[src/rtl/mem_bus_pkg.sv]
// Shared definitions for the memory-side bus arbiter: FSM states, grant
// owner encodings and AXI response codes.
package mem_bus_pkg;

  typedef enum logic [2:0] {
    IDLE   = 3'd0,
    IFU_AR = 3'd1,
    IFU_R  = 3'd2,
    LSU_AR = 3'd3,
    LSU_R  = 3'd4,
    LSU_W  = 3'd5,
    LSU_B  = 3'd6
  } arb_state_t;

  localparam logic [1:0] OWN_NONE = 2'd0;
  localparam logic [1:0] OWN_IFU  = 2'd1;
  localparam logic [1:0] OWN_LSU  = 2'd2;

  localparam logic [1:0] RESP_OKAY   = 2'b00;
  localparam logic [1:0] RESP_SLVERR = 2'b10;

  // Grant owner implied by an arbiter state.
  function automatic logic [1:0] owner_of(arb_state_t st);
    logic [1:0] o;
    o = OWN_NONE;
    case (st)
      IFU_AR, IFU_R:               o = OWN_IFU;
      LSU_AR, LSU_R, LSU_W, LSU_B: o = OWN_LSU;
      default:                     o = OWN_NONE;
    endcase
    return o;
  endfunction

endpackage

[src/rtl/axi_mem_arbiter_if.sv]
// AXI4-Lite-style bus bundle (AR, R, AW, W, B channels).
// Handshake: a transfer happens on a rising clock edge where valid and ready
// are both 1; the source holds valid and payload stable until that edge, and
// ready may depend combinationally on valid.
interface axi_mem_arbiter_if #(
  parameter int ADDR_W = 32,
  parameter int DATA_W = 64
);
  logic [ADDR_W-1:0]   araddr;
  logic                arvalid;
  logic                arready;
  logic [DATA_W-1:0]   rdata;
  logic [1:0]          rresp;
  logic                rvalid;
  logic                rready;
  logic [ADDR_W-1:0]   awaddr;
  logic                awvalid;
  logic                awready;
  logic [DATA_W-1:0]   wdata;
  logic [DATA_W/8-1:0] wstrb;
  logic                wvalid;
  logic                wready;
  logic [1:0]          bresp;
  logic                bvalid;
  logic                bready;

  modport master (
    output araddr, arvalid, rready, awaddr, awvalid, wdata, wstrb, wvalid, bready,
    input  arready, rdata, rresp, rvalid, awready, wready, bresp, bvalid
  );

  modport slave (
    input  araddr, arvalid, rready, awaddr, awvalid, wdata, wstrb, wvalid, bready,
    output arready, rdata, rresp, rvalid, awready, wready, bresp, bvalid
  );
endinterface

[src/rtl/arb_starve_ctr.sv]
// Saturating count of LSU grants taken while the IFU was kept waiting.
module arb_starve_ctr #(
  parameter int LIMIT = 4,
  localparam int CNT_W = $clog2(LIMIT + 1)
) (
  input  logic             aclk,
  input  logic             areset,
  input  logic             inc,
  input  logic             clr,
  output logic             at_limit,
  output logic [CNT_W-1:0] cnt
);

  assign at_limit = (cnt == CNT_W'(LIMIT));

  // Clear wins over increment; increment stops at the limit.
  always_ff @(posedge aclk) begin
    if (areset) begin
      cnt <= '0;
    end else if (clr) begin
      cnt <= '0;
    end else if (inc && !at_limit) begin
      cnt <= cnt + CNT_W'(1);
    end
  end

endmodule

[src/rtl/axi_mem_arbiter.sv]
// Two-master (IFU read-only, LSU read/write) to one-slave arbiter. One
// transaction is outstanding at the slave at a time; the LSU has fixed
// priority except that the IFU is forced through after STARVE_LIMIT
// consecutive LSU grants taken while it waited.
module axi_mem_arbiter
  import mem_bus_pkg::*;
#(
  parameter int ADDR_W       = 32,
  parameter int DATA_W       = 64,
  parameter int STARVE_LIMIT = 4,
  localparam int CNT_W       = $clog2(STARVE_LIMIT + 1)
) (
  input  logic              aclk,
  input  logic              areset,
  axi_mem_arbiter_if.slave  ifu,
  axi_mem_arbiter_if.slave  lsu,
  axi_mem_arbiter_if.master s,
  output logic [1:0]        owner,
  output arb_state_t        state_dbg,
  output logic [CNT_W-1:0]  starve_cnt
);

  arb_state_t state_q, state_d;
  logic       aw_done_q, aw_done_d;
  logic       w_done_q, w_done_d;
  logic       starve_inc, starve_clr, starve_at_limit;
  logic       aw_fire, w_fire;
  logic       unused_ifu_wr;

  // The IFU never writes; its write-side inputs are deliberately ignored.
  assign unused_ifu_wr = ^{ifu.awaddr, ifu.awvalid, ifu.wdata, ifu.wstrb,
                           ifu.wvalid, ifu.bready};

  assign owner     = owner_of(state_q);
  assign state_dbg = state_q;
  assign aw_fire   = s.awvalid && s.awready;
  assign w_fire    = s.wvalid && s.wready;

  arb_starve_ctr #(.LIMIT(STARVE_LIMIT)) u_starve (
    .aclk     (aclk),
    .areset   (areset),
    .inc      (starve_inc),
    .clr      (starve_clr),
    .at_limit (starve_at_limit),
    .cnt      (starve_cnt)
  );

  // State and write-channel completion flags.
  always_ff @(posedge aclk) begin
    if (areset) begin
      state_q   <= IDLE;
      aw_done_q <= 1'b0;
      w_done_q  <= 1'b0;
    end else begin
      state_q   <= state_d;
      aw_done_q <= aw_done_d;
      w_done_q  <= w_done_d;
    end
  end

  // Grant decision in IDLE and handshake-driven sequencing elsewhere.
  always_comb begin
    state_d    = state_q;
    aw_done_d  = aw_done_q;
    w_done_d   = w_done_q;
    starve_inc = 1'b0;
    starve_clr = 1'b0;
    case (state_q)
      IDLE: begin
        if (!ifu.arvalid) starve_clr = 1'b1;
        if (ifu.arvalid && starve_at_limit) begin
          state_d    = IFU_AR;
          starve_clr = 1'b1;
        end else if (lsu.awvalid || lsu.wvalid) begin
          state_d    = LSU_W;
          starve_inc = ifu.arvalid;
        end else if (lsu.arvalid) begin
          state_d    = LSU_AR;
          starve_inc = ifu.arvalid;
        end else if (ifu.arvalid) begin
          state_d    = IFU_AR;
          starve_clr = 1'b1;
        end
      end
      IFU_AR: if (s.arvalid && s.arready) state_d = IFU_R;
      IFU_R:  if (s.rvalid && s.rready)   state_d = IDLE;
      LSU_AR: if (s.arvalid && s.arready) state_d = LSU_R;
      LSU_R:  if (s.rvalid && s.rready)   state_d = IDLE;
      LSU_W: begin
        // AW and W may complete in either order; B waits for both.
        if (aw_fire) aw_done_d = 1'b1;
        if (w_fire)  w_done_d  = 1'b1;
        if (aw_done_d && w_done_d) begin
          state_d   = LSU_B;
          aw_done_d = 1'b0;
          w_done_d  = 1'b0;
        end
      end
      LSU_B:   if (s.bvalid && s.bready) state_d = IDLE;
      default: state_d = IDLE;
    endcase
  end

  // Channel muxing: only the owner's channels for the current phase are
  // connected; everything else is held at zero.
  always_comb begin
    s.araddr    = '0;
    s.arvalid   = 1'b0;
    s.rready    = 1'b0;
    s.awaddr    = '0;
    s.awvalid   = 1'b0;
    s.wdata     = '0;
    s.wstrb     = '0;
    s.wvalid    = 1'b0;
    s.bready    = 1'b0;
    ifu.arready = 1'b0;
    ifu.rdata   = '0;
    ifu.rresp   = RESP_OKAY;
    ifu.rvalid  = 1'b0;
    ifu.awready = 1'b0;
    ifu.wready  = 1'b0;
    ifu.bresp   = RESP_OKAY;
    ifu.bvalid  = 1'b0;
    lsu.arready = 1'b0;
    lsu.rdata   = '0;
    lsu.rresp   = RESP_OKAY;
    lsu.rvalid  = 1'b0;
    lsu.awready = 1'b0;
    lsu.wready  = 1'b0;
    lsu.bresp   = RESP_OKAY;
    lsu.bvalid  = 1'b0;
    case (state_q)
      IFU_AR: begin
        s.araddr    = ifu.araddr;
        s.arvalid   = ifu.arvalid;
        ifu.arready = s.arready;
      end
      IFU_R: begin
        ifu.rdata  = s.rdata;
        ifu.rresp  = s.rresp;
        ifu.rvalid = s.rvalid;
        s.rready   = ifu.rready;
      end
      LSU_AR: begin
        s.araddr    = lsu.araddr;
        s.arvalid   = lsu.arvalid;
        lsu.arready = s.arready;
      end
      LSU_R: begin
        lsu.rdata  = s.rdata;
        lsu.rresp  = s.rresp;
        lsu.rvalid = s.rvalid;
        s.rready   = lsu.rready;
      end
      LSU_W: begin
        s.awaddr    = lsu.awaddr;
        s.awvalid   = lsu.awvalid && !aw_done_q;
        lsu.awready = s.awready && !aw_done_q;
        s.wdata     = lsu.wdata;
        s.wstrb     = lsu.wstrb;
        s.wvalid    = lsu.wvalid && !w_done_q;
        lsu.wready  = s.wready && !w_done_q;
      end
      LSU_B: begin
        lsu.bresp  = s.bresp;
        lsu.bvalid = s.bvalid;
        s.bready   = lsu.bready;
      end
      default: ;
    endcase
  end

endmodule

[src/flat_wrapper.sv]
// flat-port wrapper written by rule: the top's interface ports become plain ports
module axi_mem_arbiter_flat import mem_bus_pkg::*;
#(
  parameter int ADDR_W       = 32,
  parameter int DATA_W       = 64,
  parameter int STARVE_LIMIT = 4,
  localparam int CNT_W       = $clog2(STARVE_LIMIT + 1)
)
  (aclk, areset, owner, state_dbg, starve_cnt, ifu_araddr, ifu_arvalid, ifu_rready, ifu_awaddr, ifu_awvalid, ifu_wdata, ifu_wstrb, ifu_wvalid, ifu_bready, ifu_arready, ifu_rdata, ifu_rresp, ifu_rvalid, ifu_awready, ifu_wready, ifu_bresp, ifu_bvalid, lsu_araddr, lsu_arvalid, lsu_rready, lsu_awaddr, lsu_awvalid, lsu_wdata, lsu_wstrb, lsu_wvalid, lsu_bready, lsu_arready, lsu_rdata, lsu_rresp, lsu_rvalid, lsu_awready, lsu_wready, lsu_bresp, lsu_bvalid, s_araddr, s_arvalid, s_rready, s_awaddr, s_awvalid, s_wdata, s_wstrb, s_wvalid, s_bready, s_arready, s_rdata, s_rresp, s_rvalid, s_awready, s_wready, s_bresp, s_bvalid);
  axi_mem_arbiter_if #(.ADDR_W(ADDR_W), .DATA_W(DATA_W)) ifu_i ();
  axi_mem_arbiter_if #(.ADDR_W(ADDR_W), .DATA_W(DATA_W)) lsu_i ();
  axi_mem_arbiter_if #(.ADDR_W(ADDR_W), .DATA_W(DATA_W)) s_i ();
  input  logic aclk;
  input  logic areset;
  output logic [1:0] owner;
  output arb_state_t state_dbg;
  output logic [CNT_W-1:0] starve_cnt;
  input wire logic [$bits(ifu_i.araddr)-1:0] ifu_araddr;
  input wire logic [$bits(ifu_i.arvalid)-1:0] ifu_arvalid;
  input wire logic [$bits(ifu_i.rready)-1:0] ifu_rready;
  input wire logic [$bits(ifu_i.awaddr)-1:0] ifu_awaddr;
  input wire logic [$bits(ifu_i.awvalid)-1:0] ifu_awvalid;
  input wire logic [$bits(ifu_i.wdata)-1:0] ifu_wdata;
  input wire logic [$bits(ifu_i.wstrb)-1:0] ifu_wstrb;
  input wire logic [$bits(ifu_i.wvalid)-1:0] ifu_wvalid;
  input wire logic [$bits(ifu_i.bready)-1:0] ifu_bready;
  output wire logic [$bits(ifu_i.arready)-1:0] ifu_arready;
  output wire logic [$bits(ifu_i.rdata)-1:0] ifu_rdata;
  output wire logic [$bits(ifu_i.rresp)-1:0] ifu_rresp;
  output wire logic [$bits(ifu_i.rvalid)-1:0] ifu_rvalid;
  output wire logic [$bits(ifu_i.awready)-1:0] ifu_awready;
  output wire logic [$bits(ifu_i.wready)-1:0] ifu_wready;
  output wire logic [$bits(ifu_i.bresp)-1:0] ifu_bresp;
  output wire logic [$bits(ifu_i.bvalid)-1:0] ifu_bvalid;
  input wire logic [$bits(lsu_i.araddr)-1:0] lsu_araddr;
  input wire logic [$bits(lsu_i.arvalid)-1:0] lsu_arvalid;
  input wire logic [$bits(lsu_i.rready)-1:0] lsu_rready;
  input wire logic [$bits(lsu_i.awaddr)-1:0] lsu_awaddr;
  input wire logic [$bits(lsu_i.awvalid)-1:0] lsu_awvalid;
  input wire logic [$bits(lsu_i.wdata)-1:0] lsu_wdata;
  input wire logic [$bits(lsu_i.wstrb)-1:0] lsu_wstrb;
  input wire logic [$bits(lsu_i.wvalid)-1:0] lsu_wvalid;
  input wire logic [$bits(lsu_i.bready)-1:0] lsu_bready;
  output wire logic [$bits(lsu_i.arready)-1:0] lsu_arready;
  output wire logic [$bits(lsu_i.rdata)-1:0] lsu_rdata;
  output wire logic [$bits(lsu_i.rresp)-1:0] lsu_rresp;
  output wire logic [$bits(lsu_i.rvalid)-1:0] lsu_rvalid;
  output wire logic [$bits(lsu_i.awready)-1:0] lsu_awready;
  output wire logic [$bits(lsu_i.wready)-1:0] lsu_wready;
  output wire logic [$bits(lsu_i.bresp)-1:0] lsu_bresp;
  output wire logic [$bits(lsu_i.bvalid)-1:0] lsu_bvalid;
  output wire logic [$bits(s_i.araddr)-1:0] s_araddr;
  output wire logic [$bits(s_i.arvalid)-1:0] s_arvalid;
  output wire logic [$bits(s_i.rready)-1:0] s_rready;
  output wire logic [$bits(s_i.awaddr)-1:0] s_awaddr;
  output wire logic [$bits(s_i.awvalid)-1:0] s_awvalid;
  output wire logic [$bits(s_i.wdata)-1:0] s_wdata;
  output wire logic [$bits(s_i.wstrb)-1:0] s_wstrb;
  output wire logic [$bits(s_i.wvalid)-1:0] s_wvalid;
  output wire logic [$bits(s_i.bready)-1:0] s_bready;
  input wire logic [$bits(s_i.arready)-1:0] s_arready;
  input wire logic [$bits(s_i.rdata)-1:0] s_rdata;
  input wire logic [$bits(s_i.rresp)-1:0] s_rresp;
  input wire logic [$bits(s_i.rvalid)-1:0] s_rvalid;
  input wire logic [$bits(s_i.awready)-1:0] s_awready;
  input wire logic [$bits(s_i.wready)-1:0] s_wready;
  input wire logic [$bits(s_i.bresp)-1:0] s_bresp;
  input wire logic [$bits(s_i.bvalid)-1:0] s_bvalid;
  assign ifu_i.araddr = ifu_araddr;
  assign ifu_i.arvalid = ifu_arvalid;
  assign ifu_i.rready = ifu_rready;
  assign ifu_i.awaddr = ifu_awaddr;
  assign ifu_i.awvalid = ifu_awvalid;
  assign ifu_i.wdata = ifu_wdata;
  assign ifu_i.wstrb = ifu_wstrb;
  assign ifu_i.wvalid = ifu_wvalid;
  assign ifu_i.bready = ifu_bready;
  assign ifu_arready = ifu_i.arready;
  assign ifu_rdata = ifu_i.rdata;
  assign ifu_rresp = ifu_i.rresp;
  assign ifu_rvalid = ifu_i.rvalid;
  assign ifu_awready = ifu_i.awready;
  assign ifu_wready = ifu_i.wready;
  assign ifu_bresp = ifu_i.bresp;
  assign ifu_bvalid = ifu_i.bvalid;
  assign lsu_i.araddr = lsu_araddr;
  assign lsu_i.arvalid = lsu_arvalid;
  assign lsu_i.rready = lsu_rready;
  assign lsu_i.awaddr = lsu_awaddr;
  assign lsu_i.awvalid = lsu_awvalid;
  assign lsu_i.wdata = lsu_wdata;
  assign lsu_i.wstrb = lsu_wstrb;
  assign lsu_i.wvalid = lsu_wvalid;
  assign lsu_i.bready = lsu_bready;
  assign lsu_arready = lsu_i.arready;
  assign lsu_rdata = lsu_i.rdata;
  assign lsu_rresp = lsu_i.rresp;
  assign lsu_rvalid = lsu_i.rvalid;
  assign lsu_awready = lsu_i.awready;
  assign lsu_wready = lsu_i.wready;
  assign lsu_bresp = lsu_i.bresp;
  assign lsu_bvalid = lsu_i.bvalid;
  assign s_araddr = s_i.araddr;
  assign s_arvalid = s_i.arvalid;
  assign s_rready = s_i.rready;
  assign s_awaddr = s_i.awaddr;
  assign s_awvalid = s_i.awvalid;
  assign s_wdata = s_i.wdata;
  assign s_wstrb = s_i.wstrb;
  assign s_wvalid = s_i.wvalid;
  assign s_bready = s_i.bready;
  assign s_i.arready = s_arready;
  assign s_i.rdata = s_rdata;
  assign s_i.rresp = s_rresp;
  assign s_i.rvalid = s_rvalid;
  assign s_i.awready = s_awready;
  assign s_i.wready = s_wready;
  assign s_i.bresp = s_bresp;
  assign s_i.bvalid = s_bvalid;
  axi_mem_arbiter #(.ADDR_W(ADDR_W), .DATA_W(DATA_W), .STARVE_LIMIT(STARVE_LIMIT)) u_core (.aclk(aclk), .areset(areset), .ifu(ifu_i), .lsu(lsu_i), .s(s_i), .owner(owner), .state_dbg(state_dbg), .starve_cnt(starve_cnt));
endmodule
[config.mk]
export PLATFORM = sky130hd
export DESIGN_NAME = axi_mem_arbiter_flat
export DESIGN_NICKNAME = d
export VERILOG_FILES = /design/src/rtl/mem_bus_pkg.sv /design/src/rtl/axi_mem_arbiter_if.sv /design/src/rtl/arb_starve_ctr.sv /design/src/rtl/axi_mem_arbiter.sv /design/src/flat_wrapper.sv
export SDC_FILE = /design/constraint.sdc
export NUM_CORES = 1
export LEC_CHECK = 0
export CAP_MARGIN = 10
export CORE_AREA = 2 2 251 253
export CTS_CLUSTER_DIAMETER = 40
export DETAILED_ROUTE_END_ITERATION = 12
export DIE_AREA = 0 0 253 255
export HOLD_SLACK_MARGIN = 0.08
export PLACE_DENSITY_LB_ADDON = 0.25
export SYNTH_ARGS = -nofsm -noshare
export SYNTH_HDL_FRONTEND = slang
export SYNTH_SLANG_ARGS = --single-unit
[constraint.sdc]
create_clock -name aclk -period 1.75 [get_ports aclk]
set_input_delay 0.4375 -clock aclk [delete_from_list [all_inputs] [get_ports aclk]]
set_output_delay 0.4375 -clock aclk [all_outputs]
set_load 0.03 [all_outputs]
## Word-level counts from Yosys, hierarchy flattened

Index checks and enable logic that the tools add are counted.

- Latch bits: 0
- Memories kept: 0
- Input port bits: 357
- Logic and storage cells: 88
- Output and inout bits: 295
- ROM bits: 0
- Memory bits (writable): 0
- Register bits: 8

- Magnitude comparators: 0
- Bitwise gates (word level): 0
- Divide/modulo/power cells: 0
- Reductions and logical operators: 22
- Equality and inequality tests: 13
- $add $sub $neg: 1
- $mul: 0
- Shift operators: 0
- Multiplexer cells: 48

Operator list:

| cell | count |
|---|---|
| 2-to-1 mux 64 bit | 3 |
| one-hot mux 32 bit (2 select lines) | 1 |
| 2-to-1 mux 32 bit | 1 |
| 2-to-1 mux 3 bit | 9 |
| 2-to-1 mux 1 bit | 26 |
| one-hot mux 3 bit (6 select lines) | 1 |
| == test 3 bit (second input constant) | 4 |
| logical AND 1 bit | 12 |
| inequality test 2 x 1 -> 1 bit (second input constant) | 5 |
| 2-to-1 mux 8 bit | 1 |
| == test 3 x 2 -> 1 bit (second input constant) | 2 |
| 2-to-1 mux 2 bit | 3 |
| AND reduction 6 bit | 1 |
| OR reduction 2 bit | 3 |
| inequality test 5 x 3 -> 1 bit (second input constant) | 1 |
| one-hot mux 1 bit (2 select lines) | 2 |
| one-hot mux 2 bit (2 select lines) | 1 |
| OR reduction 4 bit | 1 |
| adder 3 x 1 -> 3 bit (second input constant) | 1 |
| == test 3 x 1 -> 1 bit (second input constant) | 1 |
| logical NOT 1 bit | 3 |
| logical NOT 3 bit | 1 |
| logical OR 1 bit | 1 |

## Depth between registers and ports, before layout

Gate-level depths: netlist (run 1).

- Depth after elaboration: 9
- Depth in mapped cells: 6
- Mapped depth without buffers: 6

## By module

From an unflattened synthesis (run 1), not the netlist that was laid out.

- Cell total of the unflattened synthesis: 398
- Area total of the unflattened synthesis: 2618.8 µm²

By module, submodules not included:

| module | cells each | area an instance (µm²) | sequential area each (µm²) | times used |
|---|---|---|---|---|
| axi_mem_arbiter | 380 | 2431.1 | 100.1 | 1 |
| arb_starve_ctr | 18 | 187.7 | 60.1 | 1 |

## Least setup slack after synthesis (run 1)

OpenSTA, ideal clock, no wires.

- Path kind: register -> output
- Start point: reg u_core.state_q[2] (netlist: u_core.state_dbg[2])
- End point: out lsu_awready
- Slack: -0.421 ns
- Arrival time: 1.734 ns
- Data required time: 1.312 ns
- Cell stages (with the launch flop): 5
- Path through: dfxtp_1 buf_6 and2b_1 nand2_1 nor3b_1

- Longest elaborated chain between the ends: 2

RTL lines:

| element | RTL line | RTL |
|---|---|---|
| start, declared | axi_mem_arbiter.sv:23 | `arb_state_t state_q, state_d;` |
| start signal, assigned | axi_mem_arbiter.sv:55 | `state_q <= state_d;` |
| == test 3 bit | axi_mem_arbiter.sv:132 | `case (state_q)` |
| 2-to-1 mux 1 bit | axi_mem_arbiter.sv:132 |  |
| end, declared | flat_wrapper.sv:48 | `output wire logic [$bits(lsu_i.awready)-1:0] lsu_awready;` |

No other way between the ends.

## Worst setup path in the final report (run 1)

- Start point: reg u_core.state_q[2] (netlist: u_core.state_dbg[2])
- End point: out ifu_rdata[31]

- Longest elaborated chain between the ends: 2

RTL lines:

| element | RTL line | RTL |
|---|---|---|
| == test 3 x 2 -> 1 bit | axi_mem_arbiter.sv:132 |  |
| 2-to-1 mux 64 bit | axi_mem_arbiter.sv:132 |  |
| end, declared | flat_wrapper.sv:28 | `output wire logic [$bits(ifu_i.rdata)-1:0] ifu_rdata;` |

No other way between the ends.

==> results of run 1 <==
==> synthesized netlist by cell type (2+ instances only) <==
cell type  number
ha_1            2
and2b_1         2
a22o_1         34
buf_2          13
a31oi_1         2
and2_1        244
a21oi_1         5
nand2_1         8
nor3_1          5
nor3b_2         2
nand3_1         3
inv_1           3
dfxtp_1         8
o21ai_0         2
buf_4           5
nor2_2          2
nor3b_1         4
clkbuf_1       20
nor2b_1         2
buf_6           3
nor2_1          5
==> stage by stage <==
step	cell area [sq um]	hold slack [ps]
finish	12000	484
global route	12000	509
CTS	10700	486
detailed placement	9430	482
global placement	9430	486
floorplan	3060	552
==> timing repair <==
action                                  in CTS  in global routing
buffers inserted                            15                 15
gates cloned                                11                 19
pin swaps                                   51                118
endpoints found under the hold margin        0                  0
resized for setup                          263                220
endpoints found under the setup margin     290                288
==> critical path: stages, from the launching register on <==
cell,delay (ps)
dfxtp_4,350
buf_6,130
nor3b_4,200
buf_12,190
buf_12,140
buf_16,110
and2_4,130
buf_6,120
==> cell families after synthesis <==
group                      Yosys count
adders and majority gates            2
and+or+nand+nor                    284
AOI/OAI and AO/OA                   53
xor gates and xnor gates             1
DFF                                  8
muxes                                3
other                                1
buffers and inverters               44
==> path summary, 6_finish.rpt <==
| path | startpoint | to | depth (start not counted) |
|---|---|---|---|
| hold reg to reg | u_core.u_starve.cnt[1]$_SDFFE_PP0P_ | u_core.u_starve.cnt[1]$_SDFFE_PP0P_ | 2 |
| setup reg to reg | u_core.state_dbg[1]$_SDFFE_PP0P_ | u_core.state_dbg[1]$_SDFFE_PP0P_ | 9 |
| setup / recovery | u_core.state_dbg[2]$_SDFFE_PP0P_ | ifu_rdata[31] | 7 |
| hold / removal | u_core.u_starve.cnt[1]$_SDFFE_PP0P_ | u_core.u_starve.cnt[1]$_SDFFE_PP0P_ | 2 |
==> layout make-up <==
cell class              count  area share, %
repair buffers            642           62.3
well taps                 799           8.33
flip-flops and latches      8           1.43
clock buffers               4          0.657
multi-input cells         348           27.2
inverters                   3         0.0938
==> state kept, by name (all words and copies together), names as in the netlist <==
signal	flops
u_core.state_dbg	3
u_core.aw_done_q	1
u_core.u_starve.cnt	3
u_core.w_done_q	1
==> power groups by stage <==
stage / logic, mW / clock network [mW] / registers (mW)
6_report: 10.2 / 0.418 / 0.300
3_3_place_gp: 7.56 / 0 / 0.316
3_5_place_dp: 7.50 / 0 / 0.316
4_1_cts: 8.83 / 0.437 / 0.306
5_1_grt: 10.7 / 0.442 / 0.315
2_1_floorplan: 4.02 / 0 / 0.355
==> routing by layer <==
metal	vias up	wire (microns)
met4	0	684
met3	22	2420
met2	363	15300
li1	2511	-
met5	-	0
met1	2446	8500
==> impl_results.md, run 1 <==
* Leakage at 5.20 nW
* Clock Pin Slew Worst Setup and Hold Paths at 40 ps
* Final Non-Filler Cells at 1,804
* Combinational power share at 93.4%
* Post-route ant nets at 0
* Synth warn at 0
* Area leader, netlist: and2_1
* Maxcap violations at 0
* Internal at 6.02 mW
* Root buffer cell: clkbuf_16
* Crit path DAT at 1620 ps
* Complex-gate fraction of the synthesized area at 16.5%
* Nets at 1,365
* Max IR drop VDD at 0.000240 V
* Net Sw Frac at 44.9%
* Fin Clk Skew at 2.29 ps
* Bufs on Longest Clock Path at 2
* Commonest non-fill, non-tap cell in the layout: clkdlybuf4s50_1
* Inserted Diodes at 0
* Post-DP HPWL at 19,900 microns
* TritonCTS Buffers at 3
* Total gr overflow at 0
* Port bufs at 539
* M3 GR Usage at 1.95%
* Worst EP required at 1310 ps
* Clock power share at 3.8%
* Pre-antenna DRT Iters at 3
* Vias at 5,342
* Final Cycle Share at 118%
* Multi-input gate area at 0.00327 sq mm
* Storage cell area at 171 sq um
* Top-area cell type share of the netlist area at 57.1%
* Layout area overhead at 349%
* Post-synthesis register bit count at 8
* Final core occ at 19.3%
* Leading cell types in the layout, fill and taps excluded: clkdlybuf4s50_1 (246), buf_6 (237), and2_4 (193), buf_4 (70), buf_12 (51)
* Startpoint Class: register
* Critical Path Sink Type: primary output
* Synth Instances at 396
* Grt met1 use at 5.77%
* Remaining DRCs at 0
* RD Place Congestion at 0.792
* Placed cells at 1,746
* # IOs at 652
* Pwr Density at 911 mW/mm^2
* Vias in the first global route at 5,302
* CTS tree: done
* FMAX at 0.485 GHz
* Final setup TNS at -69,920 ps
* Distinct cell type count after synthesis at 43
* H-tree levels at 1
* Seq pwr share at 2.7%
* Post-Synth XOR/XNOR Area at 0.328%
* Worst min-delay path category: reg2reg
* Routed vias/inst at 2.96
* Gr busiest metal: met2
* Die area at 0.0645 sq mm
* Top cells by area, synth: and2_1 (57%), a22o_1 (11%), dfxtp_1 (6.0%)
* DR WL/cell at 14.9 microns
* Layout cell share with drive strength beyond 1 at 68.7%
* Post-synth EDFFs at 0
* First-pass GRT wire length at 32,200 microns
* CORE AREA at 0.0622 sq mm
* Ys flop type: dfxtp_1
* Syn avg cell area at 6.75 sq um
* Setup ws final at -311 ps
* Synth Area in Adders at 0.937%
* Worst skew pair latency at 240 ps
* Routed WL at 26,900 microns
* Switching power at 4.92 mW
* Dpl ws at -462 ps
* Failing checks: setup timing
* Die X at 253 microns
* Largest family of logic cells by synthesized area: simple AND/OR/NAND/NOR gates
* Drt initial violations at 107
* FILL cells at 6,822
* Multiplexer share of the synthesized area at 1.36%
* Asr flop ratio synth at 0%
* Min cycle time layout at 2060 ps
* Die Y at 255 microns
* Total power at 10.9 mW
* Clock Sinks at 8
* Status: finished, violations left
* Worst Setup Path Type: reg2out
* Met2 Resource Use GR at 14.4%
* Hold-fix buffers, CTS at 0
* RSZ-0062 raised after global routing: true
* Final setup fails at 287
* Starting Density at 4.30%
* Final max-slew violation count at 0
* Crit-path max FO at 7
* Seq/Total Area, Yosys at 6.00%
* Mapped Area at 0.00267 sq mm
* Total track usage at 6.69%
* Largest net degree at the start of global routing at 35
* Rows at 92
* Initial antenna violation count at 0
* FF-to-FF setup slack at -230 ps
* Final Hold Fails at 0
* Synth Area in Simple Gates at 66.4%
No activity file was read; power rests on OpenSTA's default activity.
==> run 2: changes to the inputs <==
--- a/config.mk
+++ b/config.mk
@@ -5,13 +5,15 @@
 export SDC_FILE = /design/constraint.sdc
 export NUM_CORES = 1
 export LEC_CHECK = 0
+export ABC_CLOCK_PERIOD_IN_PS = 1750
 export CAP_MARGIN = 10
-export CORE_AREA = 2 2 251 253
+export CORE_AREA = 2 2 256 258
 export CTS_CLUSTER_DIAMETER = 40
 export DETAILED_ROUTE_END_ITERATION = 12
-export DIE_AREA = 0 0 253 255
+export DIE_AREA = 0 0 258 260
 export HOLD_SLACK_MARGIN = 0.08
 export PLACE_DENSITY_LB_ADDON = 0.25
 export SYNTH_ARGS = -nofsm -noshare
 export SYNTH_HDL_FRONTEND = slang
+export SYNTH_HIERARCHICAL = 1
 export SYNTH_SLANG_ARGS = --single-unit
==> run 2 against run 1 <==
The flow still finishes with violations (setup timing). Global-route usage rose by 1.2 points. Sequential power rose by 16%. Wire length rose by 17%. Worst hold slack improved by 130 ps. Critical path depth did not move. Die area rose by 4.0%. Via count fell by 1.6%. Cell count rose by 2.7%. Clock-buffer cell count did not move. Combinational power rose by 7%. Critical path type unchanged. Critical endpoint is now lsu_bvalid. Largest power group unchanged.
==> impl_results.md, run 2 <==
* Status: finished, violations left
* Failing checks: setup timing
* R2R Path End: u_core/state_dbg[2]$_SDFFE_PP0P_
* Vias in the first global route at 5,092
* Largest net degree at the start of global routing at 37
* Asr flop ratio synth at 0%
* Synth Instances at 398
* Final setup fails at 286
* Nets at 1,357
* Crit path capture: lsu_bvalid
* Final std cell area, no fill at 0.0117 sq mm
* Remaining DRCs at 0
* Pwr Density at 991 mW/mm^2
* Placed Area at 0.00993 sq mm
* Final Cycle Share at 117%
* Routed vias/inst at 2.84
* Port bufs at 539
* Worst skew pair latency at 230 ps
* Seq/Total Area, Yosys at 6.12%
* Leakage at 5.05 nW
* CP Depth at 7
* # IOs at 652
* Startpoint Class: register
* First-pass GRT wire length at 38,300 microns
* Worst EP required at 1310 ps
* Top cells by area, synth: and2_1 (59%), a22o_1 (11%), dfxtp_1 (6.1%)
* Root buffer cell: clkbuf_16
* Starting Density at 4.08%
* H-tree levels at 1
* Critical Path Sink Type: primary output
* CP Buf/Inv Count at 5
* Max IR drop VDD at 0.000365 V
* Worst min-delay path category: in2reg
* Layout cell share with drive strength beyond 1 at 68.8%
* Die X at 258 microns
* Fin Hold WS at 618 ps
* CTS tree: done
* RD Place Congestion at 0.743
* FMAX at 0.488 GHz
* Dpl ws at -434 ps
* CP delay by family, top: buffers and inverters
* Bufs on Longest Clock Path at 2
* CORE AREA at 0.0641 sq mm
* Distinct cell type count after synthesis at 33
* Post-synth EDFFs at 0
* Crit path DAT at 1610 ps
* RSZ-0062 raised after global routing: true
* Synth cell count leaders: and2_1 (246), a22o_1 (34), clkbuf_1 (31)
* Vias at 5,258
* Post-route ant nets at 0
* Start point of the worst hold path: s_awready
* Routed WL at 31,400 microns
* Most frequent cell after synthesis: and2_1
* Final Hold Fails at 0
* Setup ws final at -298 ps
* TritonCTS Buffers at 3
* Clock Pin Slew Worst Setup and Hold Paths at 40 ps
* Min cycle time layout at 2050 ps
* Final max-slew violation count at 0
* Clock Sinks at 8
* Crit. Startpoint: u_core/state_dbg[1]$_SDFFE_PP0P_
* Commonest non-fill, non-tap cell in the layout: clkdlybuf4s50_1
* CP max stage delay at 370 ps
* Total gr overflow at 0
* Rows at 93
* Total track usage at 7.88%
* Area leader, netlist: and2_1
* Fin Clk Skew at 4.27 ps
* Synth warn at 6
* Drt initial violations at 124
* Crit-path max FO at 5
* Layout area overhead at 348%
* Total power at 11.6 mW
* Worst Setup Path Type: reg2out
* Hold-fix buffers, CTS at 0
* Post-synthesis register bit count at 8
* FF-to-FF setup slack at -180 ps
* Post-DP HPWL at 23,800 microns
* Worst-path cell chain: buf_12 -> buf_4 -> buf_6 -> and3b_2 -> buf_6 -> and2_4 -> buf_12
* Maxcap violations at 0
* Mapped Area at 0.00262 sq mm
* Slowest CP cell: dfxtp_4
* Leading cell types in the layout, fill and taps excluded: clkdlybuf4s50_1 (242), buf_6 (161), and2_4 (160), buf_4 (120), buf_12 (81)
* Ys flop type: dfxtp_1
* Initial antenna violation count at 12
* Pre-antenna DRT Iters at 4
* FF-to-FF Start: u_core/state_dbg[1]$_SDFFE_PP0P_
* Syn avg cell area at 6.58 sq um
* Top-area cell type share of the netlist area at 58.8%
* Die area at 0.0671 sq mm
* Die Y at 260 microns
* Worst r2r path cells at 8
* DR WL/cell at 17.0 microns
## run 2: cell types whose count changed in the layout (fill, tap and decap cells not counted), sizes merged, moves of 4 or more
cell	previous run	this run
dlygate4sd2	6	0
clkdlybuf4s50	246	242
dlymetal6s2s	0	7
buf	377	370
nor3	6	10
## run 2: cell families after synthesis
| family | share of synthesized area (%) |
|---|---|
| fa+ha+maj | 0.955 |
| buf+inv | 7.41 |
| simple gates | 68.1 |
| other cells | 0.143 |
| mux | 1.24 |
| compound gates | 15.7 |
| xor+xnor | 0.335 |
| flops | 6.12 |
## run 2: report_power, final
part	switching (mW)	leakage, nW	internal [mW]
Clock	0.0926	0.0382	0.304
Sequential	0.100	0.0687	0.249
Combinational	5.27	4.94	5.61
Total	5.46	5.05	6.16
## run 2: worst register-to-register path: stages, from the launching register on
cell and delay (ps):
dfxtp_4 370, buf_12 130, buf_4 130, buf_6 120
and3b_2 220, a32oi_2 200, o21ai_2 80, or4_1 470
a21oi_1 140
## run 2: stage by stage
| step | std cells | setup TNS (ps) | utilization [%] |
|---|---|---|---|
| 2_1_floorplan | 402 | -1130 | - |
| 3_3_place_gp | 1802 | -14480 | 15.5 |
| 3_5_place_dp | 1802 | -15270 | 15.5 |
| 4_1_cts | 1827 | -78850 | 16.5 |
| 5_1_grt | 1852 | -87450 | 18.3 |
| 6_report | 1853 | -68010 | 18.3 |
## run 2: repair_timing
item | in CTS | in global routing
gates resized for setup | 83 | 232
setup buffers | 16 | 11
pin swaps | 2 | 89
cloned | 5 | 17
endpoints found under the setup margin | 289 | 290
endpoints found under the hold margin | 0 | 0
## run 2: layer usage
metal / global-route usage, % / routed length, microns / vias to the layer above
met3: 4.27 / 3970 / 32
met1: 9.13 / 11700 / 2399
met4: 0.305 / 338 / 18
met5: 0 / 107 / -
li1: - / - / 2494
met2: 13.4 / 15300 / 315
## run 2: layout make-up
type / count / area [sq um]
Sequential cell: 8 / 179
Timing Repair Buffer: 631 / 7340
Fill cell: 7085 / 52400
Clock buffer: 4 / 78.8
Antenna cell: 1 / 2.50
Tap cell: 855 / 1070
Inverter: 4 / 15.0
Multi-Input combinational cell: 350 / 3040
## run 2: worst min path at each step
stage / to / slack (ps) / cells after the start
2_1_floorplan: u_core/state_dbg[2]$_SDFFE_PP0P_ / 500 / 1
3_3_place_gp: u_core/aw_done_q$_SDFFE_PP0N_ / 630 / 2
3_5_place_dp: u_core/aw_done_q$_SDFFE_PP0N_ / 640 / 2
4_1_cts: u_core/state_dbg[2]$_SDFFE_PP0P_ / 630 / 2
5_1_grt: u_core/w_done_q$_SDFFE_PP0N_ / 670 / 2
6_report: u_core/w_done_q$_SDFFE_PP0N_ / 620 / 4
==> run 3: changes to the inputs <==
--- a/config.mk
+++ b/config.mk
@@ -5,9 +5,10 @@
 export SDC_FILE = /design/constraint.sdc
 export NUM_CORES = 1
 export LEC_CHECK = 0
-export ABC_CLOCK_PERIOD_IN_PS = 1750
+export ABC_CLOCK_PERIOD_IN_PS = 2000
 export CAP_MARGIN = 10
 export CORE_AREA = 2 2 256 258
+export CTS_BUF_LIST = sky130_fd_sc_hd__clkbuf_4 sky130_fd_sc_hd__clkbuf_8
 export CTS_CLUSTER_DIAMETER = 40
 export DETAILED_ROUTE_END_ITERATION = 12
 export DIE_AREA = 0 0 258 260
==> constraint.sdc (replaced) <==
create_clock -name aclk -period 2 [get_ports aclk]
set_input_delay 0.5 -clock aclk [delete_from_list [all_inputs] [get_ports aclk]]
set_output_delay 0.5 -clock aclk [all_outputs]
set_load 0.03 [all_outputs]
==> run 3 against run 2 <==
Core utilization shrank 0.83 points. Critical path depth shrank 1. Critical endpoint is now lsu_rdata[56]. The flow still finishes with violations (setup timing). Worst hold slack got worse by 25 ps. Flip-flop and latch count is the same.
==> impl_results.md, run 3 (synthesis gave the netlist of run 2 again) <==
* Post-route ant nets at 0
* Clock power share at 2.0%
* Pwr Density at 874 mW/mm^2
* Die Y at 260 microns
* Leading cell types in the layout, fill and taps excluded: clkdlybuf4s50_1 (243), buf_6 (155), buf_4 (117), and2_4 (113), and2_1 (101)
* TritonCTS Buffers at 3
* CTS tree: done
* Clock Pin Slew Worst Setup and Hold Paths at 40 ps
* Final std cell area, no fill at 0.0112 sq mm
* Crit-path max FO at 8
* CP max stage delay at 390 ps
* Port bufs at 539
* Worst EP required at 1500 ps
* Worst skew pair latency at 230 ps
* Drt initial violations at 127
* Vias in the first global route at 5,105
* Rows at 93
* Final setup fails at 254
* Final core occ at 17.5%
* Min cycle time layout at 2100 ps
* Placed Area at 0.00935 sq mm
* Worst min-delay path category: reg2reg
* Final Hold Fails at 0
* CP delay by family, top: buffers and inverters
* Root buffer cell: clkbuf_8
* Layout cell share with drive strength beyond 1 at 57.5%
* Status: finished, violations left
* Die area at 0.0671 sq mm
* Fin Clk Skew at 4.99 ps
* Commonest non-fill, non-tap cell in the layout: clkdlybuf4s50_1
* RSZ-0062 raised after global routing: true
* Bufs on Longest Clock Path at 2
* Final max-slew violation count at 0
* DR WL/cell at 15.3 microns
* Routed WL at 28,100 microns
* First-pass GRT wire length at 33,800 microns
* Routed vias/inst at 2.86
* CP Buf/Inv Count at 4
* Pre-antenna DRT Iters at 4
* RD Place Congestion at 0.768
* Vias at 5,245
* Remaining DRCs at 0
* Critical Path Sink Type: primary output
* Post-DP HPWL at 20,700 microns
* Starting Density at 4.08%
* Worst Setup Path Type: reg2out
* Seq pwr share at 3.1%
* Leakage at 4.85 nW
* Largest net degree at the start of global routing at 59
* Layout area overhead at 328%
* Setup ws final at -105 ps
* Clock Sinks at 8
* Nets at 1,337
* Final Cycle Share at 105%
* Crit path DAT at 1600 ps
* Most used cell, CP: buf_12
* Worst-path cell chain: nor3_4 -> buf_12 -> buf_12 -> clkbuf_16 -> and2_4 -> buf_12
* Combinational power share at 94.9%
* H-tree levels at 1
* Startpoint Class: register
* Net Sw Frac at 48.2%
* Initial antenna violation count at 3
* Failing checks: setup timing
* Slowest CP cell: dfxtp_4
* FMAX at 0.475 GHz
* Total track usage at 6.78%
* Internal at 5.07 mW
* Switching power at 4.71 mW
* CORE AREA at 0.0641 sq mm
* Maxcap violations at 0
* Die X at 258 microns
* Max IR drop VDD at 0.000281 V
* # IOs at 652
* Total gr overflow at 0
-- run 3: changes by cell type in the layout (fill, tap and decap cells not counted), sizes merged --
cell / change
buf: -23
diode: +1
dlygate4sd2: +3
dlymetal6s2s: -2
clkdlybuf4s50: +1
-- run 3: timing repair --
action,CTS,global route
gates cloned,6,17
buffers inserted,9,9
hold buffers,0,0
setup endpoints to repair,290,285
pin swaps,9,81
endpoints found under the hold margin,0,0
resized for setup,107,227
-- run 3: final cells by class --
| class | instances | area (sq um) |
|---|---|---|
| fillers | 7135 | 52900 |
| repair buffers | 611 | 6990 |
| multi-input cells | 350 | 2910 |
| well taps | 855 | 1070 |
| flip-flops and latches | 8 | 171 |
| clock buffers | 3 | 41.3 |
| inverters | 4 | 17.5 |
| diodes | 2 | 5.00 |
-- run 3: power groups by stage --
stage          combinational (mW)  sequential [mW]  clock, mW
2_1_floorplan                3.65            0.302          0
3_3_place_gp                 7.20            0.298          0
3_5_place_dp                 7.14            0.296          0
4_1_cts                      8.06            0.296      0.207
5_1_grt                      9.73            0.316      0.212
6_report                     9.29            0.302      0.197
-- run 3: path summary, 6_finish.rpt --
| kind | startpoint | to | slack, ps | cells after the start |
|---|---|---|---|---|
| max | u_core/state_dbg[0]$_SDFFE_PP0P_ | lsu_rdata[56] | -100 | 6 |
| min | u_core/u_starve/cnt[2]$_SDFFE_PP0P_ | u_core/u_starve/cnt[2]$_SDFFE_PP0P_ | 590 | 2 |
| max reg2reg | u_core/state_dbg[2]$_SDFFE_PP0P_ | u_core/state_dbg[2]$_SDFFE_PP0P_ | 70 | 7 |
| min reg2reg | u_core/u_starve/cnt[2]$_SDFFE_PP0P_ | u_core/u_starve/cnt[2]$_SDFFE_PP0P_ | 590 | 2 |
-- run 3: routing by layer --
| layer | routed length [microns] | track usage (%) | up-vias |
|---|---|---|---|
| li1 | - | - | 2449 |
| met1 | 9240 | 6.66 | 2383 |
| met2 | 16000 | 14.4 | 390 |
| met3 | 2400 | 1.71 | 23 |
| met4 | 443 | 0.739 | 0 |
| met5 | 0 | 0 | - |
-- run 3: stage by stage --
stage	setup WS, ps	setup TNS (ps)	power, mW	instances	hold slack [ps]
finish	-105	-11540	9.79	1833	593
global route	-167	-30890	10.3	1832	628
CTS	-153	-20530	8.56	1809	601
detailed placement	-286	-1420	7.44	1791	574
global placement	-297	-1450	7.49	1791	583
floorplan	-68.1	-272	3.95	402	551
-- run 3: tightest hold or removal path: stages (launching register included) --
cell	delay, ps
dfxtp_1	340
a21oi_1	160
nor4_2	50
